--- src/rtl/ref_synth.sv ---
// 800 Hz reference square-wave synthesiser with a phase-locked interrogate scheduler.
// The phase steps on CLOCKH rising edges, and sync_in edges align the phase and check lock.
module ref_synth #(
    parameter int DIV         = 64,
    parameter int INT_DELAY   = 16,
    parameter int INT_WIDTH   = 15,
    parameter int LOCK_CYCLES = 4,
    parameter int FREE_RUN    = 0
) (
    input  logic                    clk,
    input  logic                    rst_n,
    input  logic                    en,
    input  logic                    CLOCKH,
    input  logic                    sync_in,
    output logic                    UREF1H,
    output logic                    ISSIHI,
    output logic [$clog2(DIV)-1:0]  ref_phase,
    output logic                    locked,
    output logic [7:0]              slip_count
);
    localparam int PW = $clog2(DIV);
    localparam int WW = $clog2(INT_WIDTH + 1);
    localparam int LW = $clog2(2 * DIV + 1);

    localparam logic [PW-1:0] PH_LAST = PW'(DIV - 1);
    localparam logic [PW-1:0] PH_HALF = PW'(DIV / 2);
    localparam logic [PW-1:0] PH_INT0 = PW'(INT_DELAY);
    localparam logic [PW-1:0] PH_INT1 = PW'(DIV / 2 + INT_DELAY);
    localparam logic [WW-1:0] WIDTH_LOAD = WW'(INT_WIDTH);
    localparam logic [LW-1:0] LOST_MAX = LW'(2 * DIV);
    localparam logic [3:0]    GOOD_MAX = 4'(LOCK_CYCLES);

    typedef enum logic [1:0] {IDLE, ALIGN, RUN} state_t;

    state_t          state_q, state_d;
    logic [PW-1:0]   phase_q, phase_d, phase_inc;
    logic            uref_q, uref_d;
    logic [WW-1:0]   width_q, width_d;
    logic            issihi_q;
    logic            locked_q, locked_d;
    logic [3:0]      good_q, good_d;
    logic [7:0]      slip_q, slip_d;
    logic [LW-1:0]   lost_q, lost_d;
    logic            clockh_q, sync_q;
    logic            step, sedge, on_time, load_int;

    assign step  = CLOCKH & ~clockh_q;
    assign sedge = sync_in & ~sync_q;

    always_comb begin
        state_d   = state_q;
        phase_d   = phase_q;
        uref_d    = uref_q;
        width_d   = (width_q != '0) ? width_q - 1'b1 : width_q;
        locked_d  = locked_q;
        good_d    = good_q;
        slip_d    = slip_q;
        lost_d    = lost_q;
        load_int  = 1'b0;
        phase_inc = (phase_q == PH_LAST) ? '0 : phase_q + 1'b1;
        // A sync edge coinciding with a step is judged against the phase the step would have left.
        on_time   = step ? (phase_q == PH_LAST) : (phase_q == '0);

        case (state_q)
            IDLE: begin
                phase_d = '0;
                uref_d  = 1'b0;
                width_d = '0;
                lost_d  = '0;
                if (FREE_RUN != 0) begin
                    state_d = RUN;
                    uref_d  = 1'b1;
                end else begin
                    state_d = ALIGN;
                end
            end
            ALIGN: begin
                phase_d = '0;
                uref_d  = 1'b0;
                width_d = '0;
                lost_d  = '0;
                if (sedge) begin
                    state_d = RUN;
                    uref_d  = 1'b1;
                end
            end
            RUN: begin
                if (sedge) begin
                    phase_d = '0;
                    uref_d  = 1'b1;
                    lost_d  = '0;
                    if (on_time) begin
                        if (good_q != GOOD_MAX) good_d = good_q + 1'b1;
                        if (good_d == GOOD_MAX) locked_d = 1'b1;
                    end else begin
                        if (slip_q != 8'hFF) slip_d = slip_q + 1'b1;
                        good_d   = '0;
                        locked_d = 1'b0;
                    end
                end else if (step) begin
                    phase_d  = phase_inc;
                    uref_d   = (phase_inc < PH_HALF);
                    load_int = (phase_inc == PH_INT0) || (phase_inc == PH_INT1);
                    if (lost_q != LOST_MAX) lost_d = lost_q + 1'b1;
                    if (locked_q && lost_d == LOST_MAX) begin
                        locked_d = 1'b0;
                        good_d   = '0;
                    end
                end
            end
            default: state_d = IDLE;
        endcase

        if (load_int) width_d = WIDTH_LOAD;

        if (!en) begin
            state_d  = IDLE;
            phase_d  = '0;
            uref_d   = 1'b0;
            width_d  = '0;
            locked_d = 1'b0;
            good_d   = '0;
            lost_d   = '0;
        end
    end

    always_ff @(posedge clk) begin
        if (!rst_n) begin
            state_q  <= IDLE;
            phase_q  <= '0;
            uref_q   <= 1'b0;
            width_q  <= '0;
            issihi_q <= 1'b0;
            locked_q <= 1'b0;
            good_q   <= '0;
            slip_q   <= '0;
            lost_q   <= '0;
            clockh_q <= 1'b0;
            sync_q   <= 1'b0;
        end else begin
            state_q  <= state_d;
            phase_q  <= phase_d;
            uref_q   <= uref_d;
            width_q  <= width_d;
            issihi_q <= (width_d != '0);
            locked_q <= locked_d;
            good_q   <= good_d;
            slip_q   <= slip_d;
            lost_q   <= lost_d;
            clockh_q <= CLOCKH;
            sync_q   <= sync_in;
        end
    end

    assign UREF1H     = uref_q;
    assign ISSIHI     = issihi_q;
    assign ref_phase  = phase_q;
    assign locked     = locked_q;
    assign slip_count = slip_q;
endmodule

--- config.mk ---
export PLATFORM = sky130hd
export DESIGN_NAME = ref_synth
export DESIGN_NICKNAME = d
export VERILOG_FILES = /design/src/rtl/ref_synth.sv
export SDC_FILE = /design/constraint.sdc
export NUM_CORES = 1
export LEC_CHECK = 0
export BUFFER_PORTS_ARGS = -buffer_cell sky130_fd_sc_hd__buf_2
export CELL_PAD_IN_SITES_DETAIL_PLACEMENT = 1
export CELL_PAD_IN_SITES_GLOBAL_PLACEMENT = 1
export CORE_ASPECT_RATIO = 0.8
export CORE_UTILIZATION = 39
export CTS_CLUSTER_DIAMETER = 150
export DETAILED_ROUTE_END_ITERATION = 10
export PLACE_DENSITY_LB_ADDON = 0.15
export SLEW_MARGIN = 15
export SYNTH_ARGS = -nofsm -noshare
export SYNTH_HDL_FRONTEND = slang
export SYNTH_SLANG_ARGS = --single-unit
--- constraint.sdc ---
create_clock -name clk -period 1.94 [get_ports clk]
set_input_delay 0.097 -clock clk [delete_from_list [all_inputs] [get_ports clk]]
set_output_delay 0.097 -clock clk [all_outputs]
set_load 0.005 [all_outputs]
**Yosys cells after proc, flatten, opt, wreduce, memory -nomap -nowiden**

Index checks and enable logic that the tools add are counted.

- Register bits after elaboration: 37
- Output and inout port bits: 17
- Word-level logic and storage cells: 92
- Bits of input ports: 5

- Magnitude comparators: 1
- Bitwise logic cells: 6
- Multiplexer cells: 38
- Equal/unequal tests: 13
- Reductions and logical operators: 18
- Add/sub/neg operators: 5

Operator list:

| cell | number |
|---|---|
| two-way mux 4 bit | 12 |
| two-way mux 8 bit | 6 |
| two-way mux 6 bit | 3 |
| adder 8 x 1 -> 8 bit, second input constant | 2 |
| inequality test 8 bit, second input constant | 2 |
| one-hot mux 8 bit (2 select lines) | 1 |
| equality test 6 bit, second input constant | 2 |
| two-way mux 1 bit | 12 |
| one-hot mux 6 bit (2 select lines) | 1 |
| equality test 8 bit, second input constant | 1 |
| AND reduction 2 bit | 4 |
| AND reduction 4 bit | 2 |
| nonzero test 4 bit | 2 |
| adder 6 x 1 -> 6 bit, second input constant | 1 |
| equality test 6 x 5 -> 1 bit, second input constant | 1 |
| zero test 6 bit | 1 |
| less-than comparator 6 bit, second input constant | 1 |
| one-hot mux 2 bit (3 select lines) | 1 |
| nonzero test 2 bit | 3 |
| adder 4 x 1 -> 4 bit, second input constant | 1 |
| equality test 4 x 3 -> 1 bit, second input constant | 1 |
| inequality test 4 x 3 -> 1 bit, second input constant | 1 |
| NOT 1 bit | 4 |
| subtractor 4 x 1 -> 4 bit, second input constant | 1 |
| 14 further kinds | 15 |

**Longest topological paths before layout**

Gate-level depths: netlist of run 1.

- Depth in word-level cells: 10
- Mapped depth: 9

**Worst setup path before layout of run 1**

OpenSTA, ideal clock, no wires.

- Kind: register -> register
- Start: register lost_q[0]
- End: register good_q[0]
- Stages on the path, launching flop included: 8
- Arrival time: 1.953 ns
- Setup slack: -0.130 ns
- Required time: 1.823 ns
- Clock period less this slack: 2.070 ns
- Cells stage by stage: dfxtp_1 inv_1 ha_1 nand4b_1 o31a_1 a211oi_4 o21ai_1 a32o_1

- Word-level cells in the longest chain between the ends: 9
- Elaborated cells between the ends (all ways): 10
- Those cells by class: 1 x add/sub; 2 x eq/ne; 4 x mux; 3 x reduce/logical

RTL lines:

| element | line | source |
|---|---|---|
| start: declaration | 43 | `logic [LW-1:0] lost_q, lost_d;` |
| start signal: assignment | 149 | `lost_q <= lost_d;` |
| adder 8 x 1 -> 8 bit or inequality test 8 bit (tied branches) | 104 | `if (lost_q != LOST_MAX) lost_d = lost_q + 1'b1;` |
| two-way mux 8 bit (*) | 104 |  |
| two-way mux 8 bit (*) | 100 | `end else if (step) begin` |
| two-way mux 8 bit (*) | 88 | `if (sedge) begin` |
| two-way mux 8 bit (*) | 64 | `case (state_q)` |
| equality test 8 bit (*) | 105 | `if (locked_q && lost_d == LOST_MAX) begin` |
| logical AND 1 bit (*) | 105 |  |
| nonzero test 2 bit (no source line) (*) | n/a |  |
| AND reduction 3 bit (no source line) (*) | n/a |  |
| end signal: assignment | 147 | `good_q <= good_d;` |
| end: declaration | 41 | `logic [3:0] good_q, good_d;` |

Every way passes the cells marked *; elsewhere a longest branch is shown, timed or not. The select of a mux whose other input is x is not followed.
A chain may end at the register's enable or synchronous reset.

**Final worst setup path of run 1**

Ends and elaborated chain as after synthesis.

==> results of run 1 <==
[layout make-up]
class / count / area share (%)
clock buffer: 8 / 3.31
inverter: 15 / 2.16
multi-input combinational: 205 / 50.4
sequential: 37 / 27.5
tap: 62 / 2.85
timing repair buffer: 57 / 13.8
[critical path, cell delays in order (launching register included)]
cell and delay [ns]:
dfxtp_4 0.39, inv_4 0.05, ha_4 0.14, nor3b_4 0.15, a221oi_2 0.26, a2bb2oi_2 0.10, a211oi_4 0.36, o21ai_1 0.12
a32o_1 0.22
[sequential cells by signal (all words and copies together), names as in the netlist]
signal      cells
ISSIHI          1
UREF1H          1
clockh_q        1
good_q          4
locked          1
lost_q          8
ref_phase       6
slip_count      8
state_q         2
sync_q          1
width_q         4
[per-layer routing]
| metal | share of wire, % | up-vias |
|---|---|---|
| met5 | 0 | - |
| met4 | 0.92 | 0 |
| met3 | 1.7 | 4 |
| met2 | 45 | 16 |
| met1 | 52 | 992 |
| li1 | - | 1063 |
[layout by cell type (no fill, tap or decap), types with 3 or more instances in the layout]
master / netlist / final
a211oi_1: 3 / 3
a21oi_1: 25 / 24
a22oi_1: 4 / 4
and2_1: 11 / 11
and3_1: 4 / 4
buf_2: 4 / 21
buf_4: 1 / 36
clkbuf_8: 0 / 6
dfxtp_1: 37 / 33
ha_1: 11 / 9
inv_1: 15 / 13
nand2_1: 20 / 20
nand2b_1: 3 / 3
nand3_1: 9 / 9
nand3b_1: 3 / 3
nand4_1: 4 / 4
nand4b_1: 3 / 3
nor2_1: 24 / 24
nor2b_1: 4 / 4
nor3_1: 10 / 9
o21ai_0: 16 / 16
o31ai_1: 3 / 3
or3_1: 5 / 5
or4_1: 3 / 3
xnor2_1: 8 / 8
xor2_1: 3 / 3
[cell families after synthesis]
kind of cell | after synthesis | synth area share, %
buf+inv | 26 | 4.92
flops | 37 | 34.3
xor+xnor | 11 | 4.46
compound gates | 70 | 20.7
mux | 2 | 0.927
simple gates | 111 | 28.3
fa+ha+maj | 11 | 6.37
[power breakdown]
part | switching [W] | internal [W]
clock network | 0.000271 | 0.000290
registers | 0.00000195 | 0.000760
logic | 0.0000508 | 0.0000290
[metrics by stage]
| stage | setup WS, ns | total power [W] | TNS [ns] |
|---|---|---|---|
| finish | 0.0342 | 0.00140 | 0 |
| global route | -0.0992 | 0.00146 | -0.309 |
| CTS | -0.00688 | 0.00142 | -0.00688 |
| detailed placement | -0.0629 | 0.000861 | -0.111 |
| global placement | 0.0140 | 0.000860 | 0 |
| floorplan | 0.000918 | 0.000829 | 0 |
[worst max-delay path by stage]
stage / start / endpoint / slack, ns / cells past startpoint
detailed placement: lost_q[0] / good_q[0] / -0.06 / 8
global placement: lost_q[0] / good_q[0] / 0.01 / 8
global route: lost_q[0] / good_q[0] / -0.1 / 8
floorplan: lost_q[0] / good_q[0] / 0.0009 / 8
CTS: lost_q[0] / good_q[0] / -0.007 / 8
finish: lost_q[0] / good_q[0] / 0.03 / 8
[repair_timing]
item | 4_1_cts | 5_1_grt
setup endpoints to repair | 5 | 7
pin swaps | 5 | 3
cloned | 0 | 0
gates resized for setup | 6 | 3
setup buffers | 2 | 2
==> metrics.yaml, run 1 <==
global_route:
  grt_pass1_vias: 2012
  use_met3_pct: 3.93
  grtUsageTotal_pct: 21.2
  antenna_found_initial: 0
  use_met2_pct: 35.6
  globalRouteOverflowTotal: 0
  grt_max_degree: 17
  grt_pass1_wl_mm: 9.56
  grt_util_met1_pct: 28.4
  top_usage_layer: "met2"
cts:
  clk_pin_slew_worst_paths_ns: 0.07
  cts_tree: "yes"
  ctsHoldBuffers: 0
  htree_levels: 2
  numCtsBuffers: 5
  insertion_delay_ns: 0.29
  cts_root_buf: "clkbuf_8"
  clkSinkCount: 37
  clk_path_buf_depth: 2
routing:
  drt_pass1_iterations: 4
  drt-wirelength-per-cell_um: 15.1
  postRouteAntennaNets: 0
  viasPerCell: 5.40
  wirelength_mm: 5.79
  vias: 2075
  drc: 0
  first_iter_violations: 78
cells_and_area:
  utilization_pct: 52.6
  final.fill_count: 644
  regArea_um2: 751
  drive_gt1_share_pct: 25.5
  nets: 337
  stdcell_count: 384
  area_growth_pct: 26.2
  fin_area_um2: 2730
  diodes: 0
  multi_input_area_um2: 1370
logic_synthesis:
  synth_ff_type: "dfxtp_1"
  synth-async-reset-ratio_pct: 0
  synth_area_leaders: "dfxtp_1 (34%), ha_1 (6.4%), a21oi_1 (5.8%)"
  syn_area_per_cell_um2: 8.06
  syn-instance-count: 268
  yosys-top-cells-count: "dfxtp_1 (37), a21oi_1 (25), nor2_1 (24)"
  yosys_register_bits: 37
  synth_most_common_cell: "dfxtp_1"
  synth_top_area_share_pct: 34.3
  synth_edf_count: 0
  ys_types: 49
  synth-seq-area-share_pct: 34.3
  synth_nets: 284
  yosys_warnings: 0
  synth_area_um2: 2160
  synth.largest_area_cell: "dfxtp_1"
sta:
  min_period_ns: 1.91
  rsz0062_at_grt: "true"
  finalCritPeriodShare_pct: 98.2
  relSlewSlack_pct: 76.8
  hold_ws_ns: 0.0444
  finalSetupViolCount: 0
  slew_violations: 0
  finalHoldViolCount: 0
  fmax_ghz: 0.525
  clock_skew_ns: 0.00362
  tightest_slew_ns: 0.347
power_and_ir_drop:
  ir_drop_uv: 271
  power_density_nw_per_um2: 515
  total_leakage_power_nw: 1.07
critical_path:
  crit_arrival_ns: 2.09
  rr_endpoint: "good_q[0]"
  start_kind: "flip-flop"
  rr_worst_depth: 8
  path_max_fanout: 6
  crit-reg2reg-launch: "lost_q[0]"
  setup.worst_path.class: "flip-flop to flip-flop"
  worstPathRequired_ns: 2.12
  rrSetupSlack_ns: 0.03
  end_kind: "flip-flop"
placed_design:
  place_inst: 372
  gp_congestion: 0.799
  numPortBuffers: 21
  place_area_um2: 2570
  hpwl_mm: 4.45
die:
  io_pins: 22
  fp.dieW_um: 85.2
  initial_utilization_pct: 41.7
  die_y_um: 68.6
  rows: 23
  coreArea_um2: 5180
  dieArea_um2: 5840
min_path:
  hp-start: "CLOCKH"
  hold-path-endpoint: "clockh_q"
  min_path_cells: 2
  min_path_type: "input pin to flip-flop"
status:
  run_status: "complete, no violations"
run:
  max_cap_viol_count: 0
Note: power is estimated with default switching activity, not from simulation.
==> inputs of run 2 (changes only) <==
SETUP_SLACK_MARGIN = 0.5   (was default)
==> metrics.yaml, run 2 (synthesized netlist as in run 1, its figures left out) <==
critical_path:
  setup.worst_path.class: "flip-flop to flip-flop"
  slowest_delay_ns: 0.38  # about the same
  rr_worst_depth: 8  # unchanged
  end_kind: "flip-flop"
  worstPathRequired_ns: 2.14  # +0.02 ns
  path_buf_inv: 2  # +1
  start_kind: "flip-flop"
  cpLargestDelayFamily: "compound AO/OA/AOI/OAI gates"
  crit_arrival_ns: 2.44  # +0.35 ns
  worstPathCellList: "buf_4 > buf_4 > nand3_1 > a22oi_1 > o31a_1 > a211oi_4 > a21oi_1 > a211oi_1"
  path_max_fanout: 5  # -1
  slowest_stage: "dfxtp_4"
  cp.depth: 8  # unchanged
  crit_top_cell: "buf_4"
global_route:
  grt_pass1_vias: 2345  # +17%
  globalRouteOverflowTotal: 0  # unchanged
  grt_pass1_wl_mm: 12.4  # +30%
  grtUsageTotal_pct: 28.5  # +7.3 points
  antenna_found_initial: 0  # unchanged
  grt_max_degree: 22  # +5
sta:
  tightest_slew_ns: 0.413  # +0.0664 ns
  min_period_ns: 2.24  # +0.334 ns
  slew_violations: 0  # unchanged
  finalCritPeriodShare_pct: 115  # +17 points
  clock_skew_ns: 0.0127  # +0.00906 ns
  relSlewSlack_pct: 72.4  # -4.4 points
  fmax_ghz: 0.447  # -15%
  rsz0062_at_grt: "true"
  finalSetupViolCount: 5  # +5
  finalHoldViolCount: 0  # unchanged
  timing.setup.tns_ns: -0.951  # -0.951 ns
  fin_ws_ns: -0.299  # -0.334 ns
cells_and_area:
  nets: 359  # +6.5%
  final_cell_mix: "buf_4 (39), dfxtp_1 (24), nor2_1 (21), buf_2 (21), nand2_1 (17)"
  final_common_cell: "buf_4"
  utilization_pct: 67.5  # +15 points
  fin_area_um2: 3500  # +28%
  drive_gt1_share_pct: 51.2  # +26 points
  diodes: 0  # unchanged
  area_growth_pct: 61.9
cts:
  cts_tree: "yes"
  clkSinkCount: 37  # unchanged
  clk_pin_slew_worst_paths_ns: 0.09  # +0.02 ns
  clk_path_buf_depth: 2  # unchanged
  insertion_delay_ns: 0.31  # +0.02 ns
  ctsHoldBuffers: 0  # unchanged
  cts_root_buf: "clkbuf_8"
  numCtsBuffers: 5  # unchanged
  htree_levels: 2  # unchanged
placed_design:
  place_area_um2: 2570  # +0.15%
  place_ws_ns: 0.00562  # +0.0685 ns
  numPortBuffers: 21  # unchanged
  hpwl_mm: 4.34  # -2.6%
  gp_congestion: 0.780  # -2.4%
die:
  initial_utilization_pct: 41.7  # unchanged
  coreArea_um2: 5180  # unchanged
  fp.dieW_um: 85.2  # unchanged
  dieArea_um2: 5840  # unchanged
  io_pins: 22  # unchanged
  rows: 23  # unchanged
  die_y_um: 68.6  # unchanged
routing:
  viasPerCell: 6.12  # +13%
  vias: 2483  # +20%
  wirelength_mm: 9.74  # +68%
  drt-wirelength-per-cell_um: 24.0  # +59%
  postRouteAntennaNets: 0  # unchanged
  drc: 0  # unchanged
  drt_pass1_iterations: 4  # unchanged
  first_iter_violations: 157  # +100%
min_path:
  min_path_cells: 2  # unchanged
  min_path_type: "input pin to flip-flop"
run:
  max_cap_viol_count: 0  # unchanged
power_and_ir_drop:
  seq_power_share_pct: 46.2  # -8.1 points
  p_clk_share_pct: 42.7  # +2.7 points
  switching_power_w: 0.000422  # +30%
  p_int_w: 0.00122  # +13%
  ir_drop_uv: 269  # -0.72%
  combinationalPowerShare_pct: 11.1  # +5.4 points
  power_density_nw_per_um2: 470  # -8.7%
  swShare_pct: 25.7  # +2.6 points
  total_leakage_power_nw: 1.36  # +28%
  power_w: 0.00164  # +17%
status:
  run_status: "finished, violations left"
  violations: "setup timing"
[run 2: layer usage]
| layer | GRT usage (%) | vias up | wire length [um] |
|---|---|---|---|
| li1 | - | 1115 | - |
| met1 | 35.8 | 1204 | 4020 |
| met2 | 49.8 | 112 | 4670 |
| met3 | 5.83 | 52 | 614 |
| met4 | 9.32 | 0 | 437 |
| met5 | 0 | - | 0 |
[run 2: worst paths after layout]
check	startpoint	to	slack [ns]
worst max-delay path	lost_q[1]	good_q[2]	-0.30
worst min-delay path	CLOCKH	clockh_q	0.1
worst max register to register	lost_q[1]	good_q[2]	-0.30
worst min register to register	UREF1H	UREF1H	0.47
[run 2: stage by stage]
| step | instances | hold WS [ns] |
|---|---|---|
| 2_1_floorplan | 268 | 0.219 |
| 3_3_place_gp | 360 | 0.331 |
| 6_report | 406 | 0.0990 |
| 4_1_cts | 395 | 0.0395 |
| 3_5_place_dp | 360 | 0.344 |
| 5_1_grt | 406 | 0.103 |
[run 2: area by class of cell]
type,instances,area [um^2]
Multi-Input combinational cell,205,1820
Fill cell,570,1680
Sequential cell,37,769
Timing Repair Buffer,79,658
Tap cell,62,77.6
Clock buffer,6,72.6
Inverter,15,68.8
Clock inverter,2,33.8
[run 2: timing repair]
action	CTS	global route
endpoints found under the setup margin	33	34
resized for setup	64	57
gates cloned	1	0
pin swaps	26	30
setup buffers	26	11
[run 2: power groups by stage]
stage	registers, W	logic (W)	clock network (W)
2_1_floorplan	0.000780	0.0000593	0
3_5_place_dp	0.000781	0.0000912	0
4_1_cts	0.000759	0.000144	0.000685
6_report	0.000760	0.000182	0.000701
3_3_place_gp	0.000781	0.0000892	0
5_1_grt	0.000761	0.000189	0.000723
==> inputs of run 3 (changes only) <==
CELL_PAD_IN_SITES_DETAIL_PLACEMENT = default   (was 1)
CELL_PAD_IN_SITES_GLOBAL_PLACEMENT = default   (was 1)
CORE_UTILIZATION = 50   (was 39)
==> metrics.yaml, run 3 (synthesized netlist as in run 1, its figures left out) <==
status:
  violations: "setup timing"
  run_status: "finished, violations left"
sta:
  rsz0062_at_grt: "true"
  finalHoldViolCount: 0  # unchanged
  tightest_slew_ns: 0.443  # +0.0296 ns
  fmax_ghz: 0.507  # +13%
  finalSetupViolCount: 1  # -4
  fin_ws_ns: -0.0338  # +0.266 ns
  clock_skew_ns: 0.00590  # -0.00677 ns
  min_period_ns: 1.97  # -0.266 ns
  relSlewSlack_pct: 70.2  # -2.2 points
  slew_violations: 0  # unchanged
  finalCritPeriodShare_pct: 102  # -14 points
placed_design:
  gp_congestion: 0.857  # +9.9%
  place_ws_ns: -0.00185  # -0.00747 ns
  numPortBuffers: 21  # unchanged
  hpwl_mm: 3.54  # -18%
global_route:
  grt_max_degree: 21  # -4.5%
  antenna_found_initial: 0  # unchanged
  grtUsageTotal_pct: 26.1  # -2.4 points
  grt_pass1_vias: 1976  # -16%
  grt_pass1_wl_mm: 8.97  # -28%
  globalRouteOverflowTotal: 0  # unchanged
routing:
  viasPerCell: 5.76  # -5.8%
  drc: 0  # unchanged
  drt-wirelength-per-cell_um: 16.6  # -31%
  drt_pass1_iterations: 4  # unchanged
  wirelength_mm: 6.40  # -34%
  vias: 2219  # -11%
  postRouteAntennaNets: 0  # unchanged
  first_iter_violations: 157  # unchanged
cells_and_area:
  final.fill_count: 245  # -57%
  area_growth_pct: 48.1
  utilization_pct: 80.9  # +13 points
  regArea_um2: 767  # -0.33%
  nets: 346  # -3.6%
  diodes: 0  # unchanged
  multi_input_area_um2: 1710  # -5.9%
  drive_gt1_share_pct: 45.2  # -6.0 points
  final_cell_mix: "buf_4 (32), dfxtp_1 (24), nor2_1 (23)"
  final_common_cell: "buf_4"
die:
  dieArea_um2: 4590  # -21%
  fp.dieW_um: 75.5  # -11%
  rows: 20  # -13%
  coreArea_um2: 3950  # -24%
  io_pins: 22  # unchanged
  die_y_um: 60.8  # -11%
  initial_utilization_pct: 54.6  # +13 points
min_path:
  min_path_type: "input pin to flip-flop"
power_and_ir_drop:
  ir_drop_uv: 349  # +30%
  power_density_nw_per_um2: 475  # +0.99%
  total_leakage_power_nw: 1.26  # -7.6%
cts:
  cts_tree: "yes"
  numCtsBuffers: 5  # unchanged
  htree_levels: 2  # unchanged
  ctsHoldBuffers: 0  # unchanged
  clk_path_buf_depth: 2  # unchanged
  clkSinkCount: 37  # unchanged
  insertion_delay_ns: 0.29  # -0.02 ns
  clk_pin_slew_worst_paths_ns: 0.08  # about the same
  cts_root_buf: "clkbuf_8"
critical_path:
  start_kind: "flip-flop"
  worstPathRequired_ns: 2.13  # about the same
  rrSetupSlack_ns: -0.03  # +0.27 ns
  crit_arrival_ns: 2.16  # -0.28 ns
  setup.worst_path.class: "flip-flop to flip-flop"
  end_kind: "flip-flop"
  path_max_fanout: 5  # unchanged
run:
  max_cap_viol_count: 0  # unchanged
==> run 3: cell count changes in the layout (fill, tap and decap cells not counted), sizes merged <==
cell | before | now
bufinv | 1 | 0
buf | 79 | 66
==> run 3: critical path, cell delays in order (launching register included) <==
cell,delay [ns]
dfxtp_4,0.40
inv_2,0.06
ha_4,0.24
nand4b_1,0.19
o31a_1,0.33
a211oi_4,0.28
o21ai_1,0.12
a32o_1,0.25
==> run 3: metal layers <==
metal | part of all wire (%) | up-vias | track usage, %
met5 | 0 | - | 0
met4 | 1.4 | 0 | 9.26
met3 | 3.4 | 11 | 4.65
met2 | 49 | 41 | 42.1
met1 | 46 | 1080 | 35.3
li1 | - | 1087 | -
==> run 3: stage by stage <==
stage | hold slack, ns | total power (W) | area, um^2 | instances | setup TNS, ns
2_1_floorplan | 0.219 | 0.000840 | 2310 | 268 | 0
3_3_place_gp | 0.341 | 0.000864 | 2520 | 349 | 0
3_5_place_dp | 0.344 | 0.000865 | 2520 | 349 | -0.00185
4_1_cts | 0.0451 | 0.00149 | 2910 | 376 | 0
5_1_grt | 0.0718 | 0.00155 | 3200 | 385 | -0.505
6_report | 0.0725 | 0.00152 | 3200 | 385 | -0.0338
==> run 3: cell type report <==
class	count	area share (%)
inverter	15	1.84
timing repair buffer	66	15.5
clock buffer	6	2.93
tap	55	2.15
sequential	37	24.0
clock inverter	1	0.156
multi-input combinational	205	53.4
==> run 3: path summary, 6_finish.rpt <==
path | cells past startpoint | from | end
worst max-delay path | 7 | lost_q[1] | good_q[0]
worst max register to register | 7 | lost_q[1] | good_q[0]
worst min-delay path | 2 | CLOCKH | clockh_q
worst min register to register | 2 | UREF1H | UREF1H
==> run 3: power by group <==
group	internal (W)	switching, W	leakage, nW
registers	0.000757	0.00000262	0.306
logic	0.0000613	0.0000799	0.901
clock network	0.000322	0.000295	0.0522
total	0.00114	0.000377	1.26
==> run 3: repair_timing <==
action,4_1_cts,5_1_grt
setup endpoints to repair,31,33
cloned,1,0
resized for setup,42,51
pin swaps,25,35
buffers inserted,19,9
